$ cat src/rtl/gpu.sv
// Raster stage: pops draw ops from the CPU FIFO and fills clipped
// rectangles into the back framebuffer, one pixel per enabled cycle.
package gpu_pkg;
  localparam int GPU_HOR     = 640;
  localparam int GPU_VER     = 480;
  localparam int GPU_COLOR_W = 3;
  localparam int GPU_XW      = $clog2(GPU_HOR + 1);
  localparam int GPU_YW      = $clog2(GPU_VER + 1);
  localparam int GPU_AW      = $clog2(GPU_HOR * GPU_VER);

  typedef enum logic {
    OP_RECT      = 1'b0,
    OP_END_FRAME = 1'b1
  } op_kind_e;

  typedef struct packed {
    op_kind_e                 kind;
    logic [GPU_XW-1:0]        x;
    logic [GPU_YW-1:0]        y;
    logic [GPU_XW-1:0]        w;
    logic [GPU_YW-1:0]        h;
    logic [GPU_COLOR_W-1:0]   color;
  } gpu_op_t;
endpackage

module gpu
  import gpu_pkg::*;
#(
  parameter int HOR_ACTIVE_PIXELS = GPU_HOR,
  parameter int VER_ACTIVE_PIXELS = GPU_VER,
  parameter int COLOR_W           = GPU_COLOR_W,
  localparam int XW = $clog2(HOR_ACTIVE_PIXELS + 1),
  localparam int YW = $clog2(VER_ACTIVE_PIXELS + 1),
  localparam int AW = $clog2(HOR_ACTIVE_PIXELS * VER_ACTIVE_PIXELS)
) (
  input  logic               clk,
  input  logic               rst,
  input  logic               ce,
  input  gpu_op_t            op,
  input  logic               op_empty,
  output logic               op_rd_en,
  input  logic               swap,
  output logic               fb_wr_en,
  output logic [AW-1:0]      fb_wr_addr,
  output logic [COLOR_W-1:0] fb_wr_data,
  output logic               status_busy,
  output logic               status_wait_swap
);

  localparam logic [XW:0]   HOR_X = (XW+1)'(HOR_ACTIVE_PIXELS);
  localparam logic [YW:0]   VER_Y = (YW+1)'(VER_ACTIVE_PIXELS);
  localparam logic [AW-1:0] HOR_A = AW'(HOR_ACTIVE_PIXELS);
  localparam logic [XW:0]   ONE_X = (XW+1)'(1);
  localparam logic [YW:0]   ONE_Y = (YW+1)'(1);

  typedef enum logic [1:0] {
    IDLE,
    SETUP,
    DRAW,
    WAIT_SWAP
  } state_t;

  state_t state;

  logic [XW-1:0]      rx, rw;
  logic [YW-1:0]      ry, rh;
  logic [COLOR_W-1:0] rcolor;

  logic [XW-1:0] col, col_last;
  logic [YW-1:0] row, row_last;
  logic [AW-1:0] row_base, addr;

  logic [XW:0]   xe_sum, xe;
  logic [YW:0]   ye_sum, ye;
  logic          empty;
  logic [AW-1:0] base_c;

  // Clip window; extra top bit keeps x+w / y+h from wrapping.
  always_comb begin
    xe_sum = {1'b0, rx} + {1'b0, rw};
    ye_sum = {1'b0, ry} + {1'b0, rh};
    xe     = (xe_sum > HOR_X) ? HOR_X : xe_sum;
    ye     = (ye_sum > VER_Y) ? VER_Y : ye_sum;
    empty  = (rw == '0) || (rh == '0) ||
             ({1'b0, rx} >= HOR_X) ||
             ({1'b0, ry} >= VER_Y);
    base_c = AW'(ry) * HOR_A;
  end

  logic drawing;
  assign drawing = (state == DRAW);

  assign op_rd_en   = !rst && ce && (state == IDLE) && !op_empty;
  assign fb_wr_en   = !rst && ce && drawing;
  assign fb_wr_addr = drawing ? addr : '0;
  assign fb_wr_data = drawing ? rcolor : '0;

  assign status_busy      = (state != IDLE);
  assign status_wait_swap = (state == WAIT_SWAP);

  always_ff @(posedge clk) begin
    if (rst) begin
      state    <= IDLE;
      rx       <= '0;
      ry       <= '0;
      rw       <= '0;
      rh       <= '0;
      rcolor   <= '0;
      col      <= '0;
      col_last <= '0;
      row      <= '0;
      row_last <= '0;
      row_base <= '0;
      addr     <= '0;
    end else if (ce) begin
      unique case (state)
        IDLE: begin
          if (!op_empty) begin
            rx     <= op.x;
            ry     <= op.y;
            rw     <= op.w;
            rh     <= op.h;
            rcolor <= op.color;
            if (op.kind == OP_END_FRAME) state <= WAIT_SWAP;
            else                         state <= SETUP;
          end
        end
        SETUP: begin
          if (empty) begin
            state <= IDLE;
          end else begin
            col      <= rx;
            row      <= ry;
            col_last <= XW'(xe - ONE_X);
            row_last <= YW'(ye - ONE_Y);
            row_base <= base_c;
            addr     <= base_c + AW'(rx);
            state    <= DRAW;
          end
        end
        DRAW: begin
          if (col == col_last) begin
            if (row == row_last) begin
              state <= IDLE;
            end else begin
              row_base <= row_base + HOR_A;
              addr     <= row_base + HOR_A + AW'(rx);
              col      <= rx;
              row      <= row + YW'(1);
            end
          end else begin
            col  <= col + XW'(1);
            addr <= addr + AW'(1);
          end
        end
        WAIT_SWAP: begin
          if (swap) state <= IDLE;
        end
        default: state <= IDLE;
      endcase
    end
  end

endmodule

$ cat config.mk
export PLATFORM = sky130hd
export DESIGN_NAME = gpu
export DESIGN_NICKNAME = d
export VERILOG_FILES = /design/src/rtl/gpu.sv
export SDC_FILE = /design/constraint.sdc
export NUM_CORES = 1
export LEC_CHECK = 0
export ABC_AREA = 1
export CORE_MARGIN = 2
export CORE_UTILIZATION = 55
export CTS_CLUSTER_DIAMETER = 30
export DETAILED_ROUTE_END_ITERATION = 6
export MAX_ROUTING_LAYER = met4
export PLACE_DENSITY = 0.85
export SLEW_MARGIN = 20
export SYNTH_ARGS = -nofsm -noshare
export SYNTH_HDL_FRONTEND = slang
export SYNTH_SLANG_ARGS = --single-unit
export TNS_END_PERCENT = 30
$ cat constraint.sdc
create_clock -name clk -period 4.5 [get_ports clk]
set_input_delay 0.45 -clock clk [delete_from_list [all_inputs] [get_ports clk]]
set_output_delay 0.45 -clock clk [all_outputs]
set_load 0.005 [all_outputs]
==> results.ini <==
[run_status]
run_status=finished, final reports clean

[min_path]
worstHoldPathCells=2
hold_class=flop to flop
min_to=addr[18]
hold_start=addr[18]

[synth]
synth_seq_cells=112
synth-edff-count=0
synthAdderAreaFrac_pct=8.39
synthArstFlopShare_pct=0
yosys.area_share.xor_xnor_pct=5.35
yosysSeqAreaShare_pct=27.2
synthSimpleGateAreaFrac_pct=30.0
muxShareOfSynthArea_pct=0
synth_top_family_by_area=simple AND/OR/NAND/NOR gates
synth_area_um2=8260
postSynthCellCount=1270
synth_compound_area_share_pct=18.5
ys_types=56
synth_nets=1370
avgSynthCellArea_um2=6.50
synth_ff_type=dfxtp_1
yosysWarnings=0

[power]
p_per_area_nw_per_um2=501
cellLeakagePower_uw=0.00431
ir_worst_vdd_mv=0.264
finalPower_uw=4690

[clock_network]
hold_buffers=0
htreeDepth=3
ctsResizeCount=0
clockBufferDepth=2
cts_tree=done
cts-buffers-inserted=9
cts_root_buf=clkbuf_16
clock_latency_ns=0.36
cts_num_sinks=112
path_clk_slew_ns=0.08
cts_setup_buffers=0

[timing]
whs_ns=0.508
fin_crit_ns=3.19
tns_ns=0
final-setup-viol-count=0
slew_viol_final=0
finalCritPeriodShare_pct=70.9
rsz0062_at_grt=false
finalClockSkew_ns=0.00670
max_slew.worst_pin.slew_ns=0.851
fin_ws_ns=1.31
hold_viol=0
slew_headroom_pct=43.1
max_freq_mhz=313

[setup_path]
end_kind=output pin
slowest_delay_ns=0.61
critPathRequiredTime_ns=4.05
path_max_fanout=29
worst-r2r-setup-slack_ns=1.47
rr_endpoint=col_last[8]
cp.arrival_ns=2.74
crit_type=flop to output pin
crit_slowest_cell=ha_2
cp_num_buf_inv=4
crit_family=buffers and inverters
r2r-start=rx[0]
crit_chain=inv_1, ha_2, clkinv_1, buf_4, nor3_1, clkdlybuf4s50_1
rr_worst_depth=22
critPathLaunchType=flop

[cells_and_area]
multi_input_area_um2=5150
antenna_cells=0
seq_area_um2=2240
final_nets=1415
syn_to_final_growth_pct=13.3
fill_cells=1313
drive_gt1_share_pct=5.83

[die]
row_count=44
start_util_pct=56.6
die_w_um=127
die-area_um2=16000
core-area_um2=14600
die_h_um=127
io_pins=73

[detailed_routing]
drt_first_pass_iters=5
drc=0
wl_met2_um=9830
ant_nets=0
met3_length_um=1130
vias=8361
first_iter_violations=666
wl_met1_um=10000
wirelength_um=21400
vias_per_cell=5.56
top_layer_used=met4
wl_per_cell_um=14.2

[grt]
gr-total-overflow=0
antenna_found_initial=0
grt_first_pass_wirelength_um=36200
first_global_vias=7730
grt_usage_pct=28.0
grt_max_degree=48

[place]
hpwlAfterDp_um=15700
gp_routability_congestion=0.941
pre_cts_ws_ns=1.54
portBuffers=72

[job]
cap_violations=0

-- cell families (layout without fill, tap and decap cells) --
group | count (synthesis) | in the layout
buf+inv | 220 | 270
fa+ha+maj | 53 | 53
flops | 112 | 112
xor+xnor | 47 | 47
simple gates | 563 | 563
compound gates | 275 | 275
-- synth_stat cells, types with 5 or more instances --
master | instances | area (µm²)
a21oi_1 | 81 | 405
a31oi_1 | 17 | 106
buf_2 | 7 | 35.0
clkbuf_1 | 28 | 105
dfxtp_1 | 112 | 2240
ha_1 | 49 | 613
inv_1 | 163 | 612
inv_2 | 9 | 33.8
nand2_1 | 252 | 946
nand2_2 | 5 | 31.3
nand3_1 | 74 | 370
nand3_2 | 5 | 50.1
nand3b_1 | 5 | 37.5
nand4_1 | 20 | 125
nor2_1 | 153 | 574
nor2_2 | 10 | 62.6
nor3_1 | 17 | 85.1
nor4_1 | 6 | 37.5
o211ai_1 | 5 | 37.5
o21a_1 | 6 | 45.0
o21ai_0 | 111 | 556
o21ai_1 | 26 | 130
xnor2_1 | 14 | 123
xor2_1 | 29 | 254
-- through the flow --
step | util [%] | instance area (µm²) | std cells
6_report | 64.1 | 9350 | 1504
5_1_grt | 64.1 | 9350 | 1504
4_1_cts | 64.1 | 9350 | 1504
3_5_place_dp | 62.1 | 9050 | 1488
3_3_place_gp | 62.1 | 9050 | 1488
2_1_floorplan | - | 8260 | 1270
-- cells in the final DEF (no fill, tap or decap), types with 14 or more instances in the layout --
cell type | synthesis | final
dfxtp_1 | 112 | 112
nand3_1 | 74 | 74
nand2_1 | 252 | 252
nor3_1 | 17 | 16
clkdlybuf4s50_1 | 0 | 72
nand4_1 | 20 | 20
a21oi_1 | 81 | 81
xor2_1 | 29 | 29
xnor2_1 | 14 | 14
o21ai_1 | 26 | 26
nor2_1 | 153 | 153
o21ai_0 | 111 | 111
ha_1 | 49 | 48
a31oi_1 | 17 | 17
inv_1 | 163 | 162
-- registers in the layout (all words and copies together) (netlist names), 10 cells and up --
| signal | cells |
|---|---|
| addr | 19 |
| row_base | 12 |
| col | 10 |
| col_last | 10 |
| rw | 10 |
| rx | 10 |
-- worst min-delay path, delay by kind of cell, from the launching register on --
family,cells,cell delay [ns]
flops,1,0.34
compound gates,1,0.06
simple gates,1,0.07
-- area by class of cell --
class,count,share of cell area (%)
tap,184,2.46
inverter,175,7.05
clock inverter,4,0.562
timing repair buffer,79,8.27
sequential,112,24.0
clock buffer,12,2.64
multi-input combinational,938,55.1
-- how the worst max path moves through the flow --
stage,slack [ns],startpoint,to,cells past startpoint
2_1_floorplan,1.82,ry[0],row_last[4],20
3_3_place_gp,1.64,ry[0],row_last[4],20
3_5_place_dp,1.54,rx[0],col_last[8],22
4_1_cts,1.34,state[0],fb_wr_en,6
5_1_grt,1.17,rx[0],col_last[8],22
6_report,1.31,state[0],fb_wr_en,6
-- report_power, final --
group | switching (µW) | internal (µW) | total [µW] | leakage (µW)
logic | 1500 | 829 | 2330 | 0.00325
registers | 291 | 1230 | 1520 | 0.000915
clock network | 381 | 451 | 831 | 0.000147
total | 2180 | 2510 | 4690 | 0.00431
-- routing by layer --
metal | vias up | GRT usage, %
met1 | 3828 | 37.1
met5 | - | -
met4 | 0 | 8.27
met3 | 34 | 3.88
li1 | 4246 | -
met2 | 253 | 44.7
No activity file was read; power rests on OpenSTA's default activity.
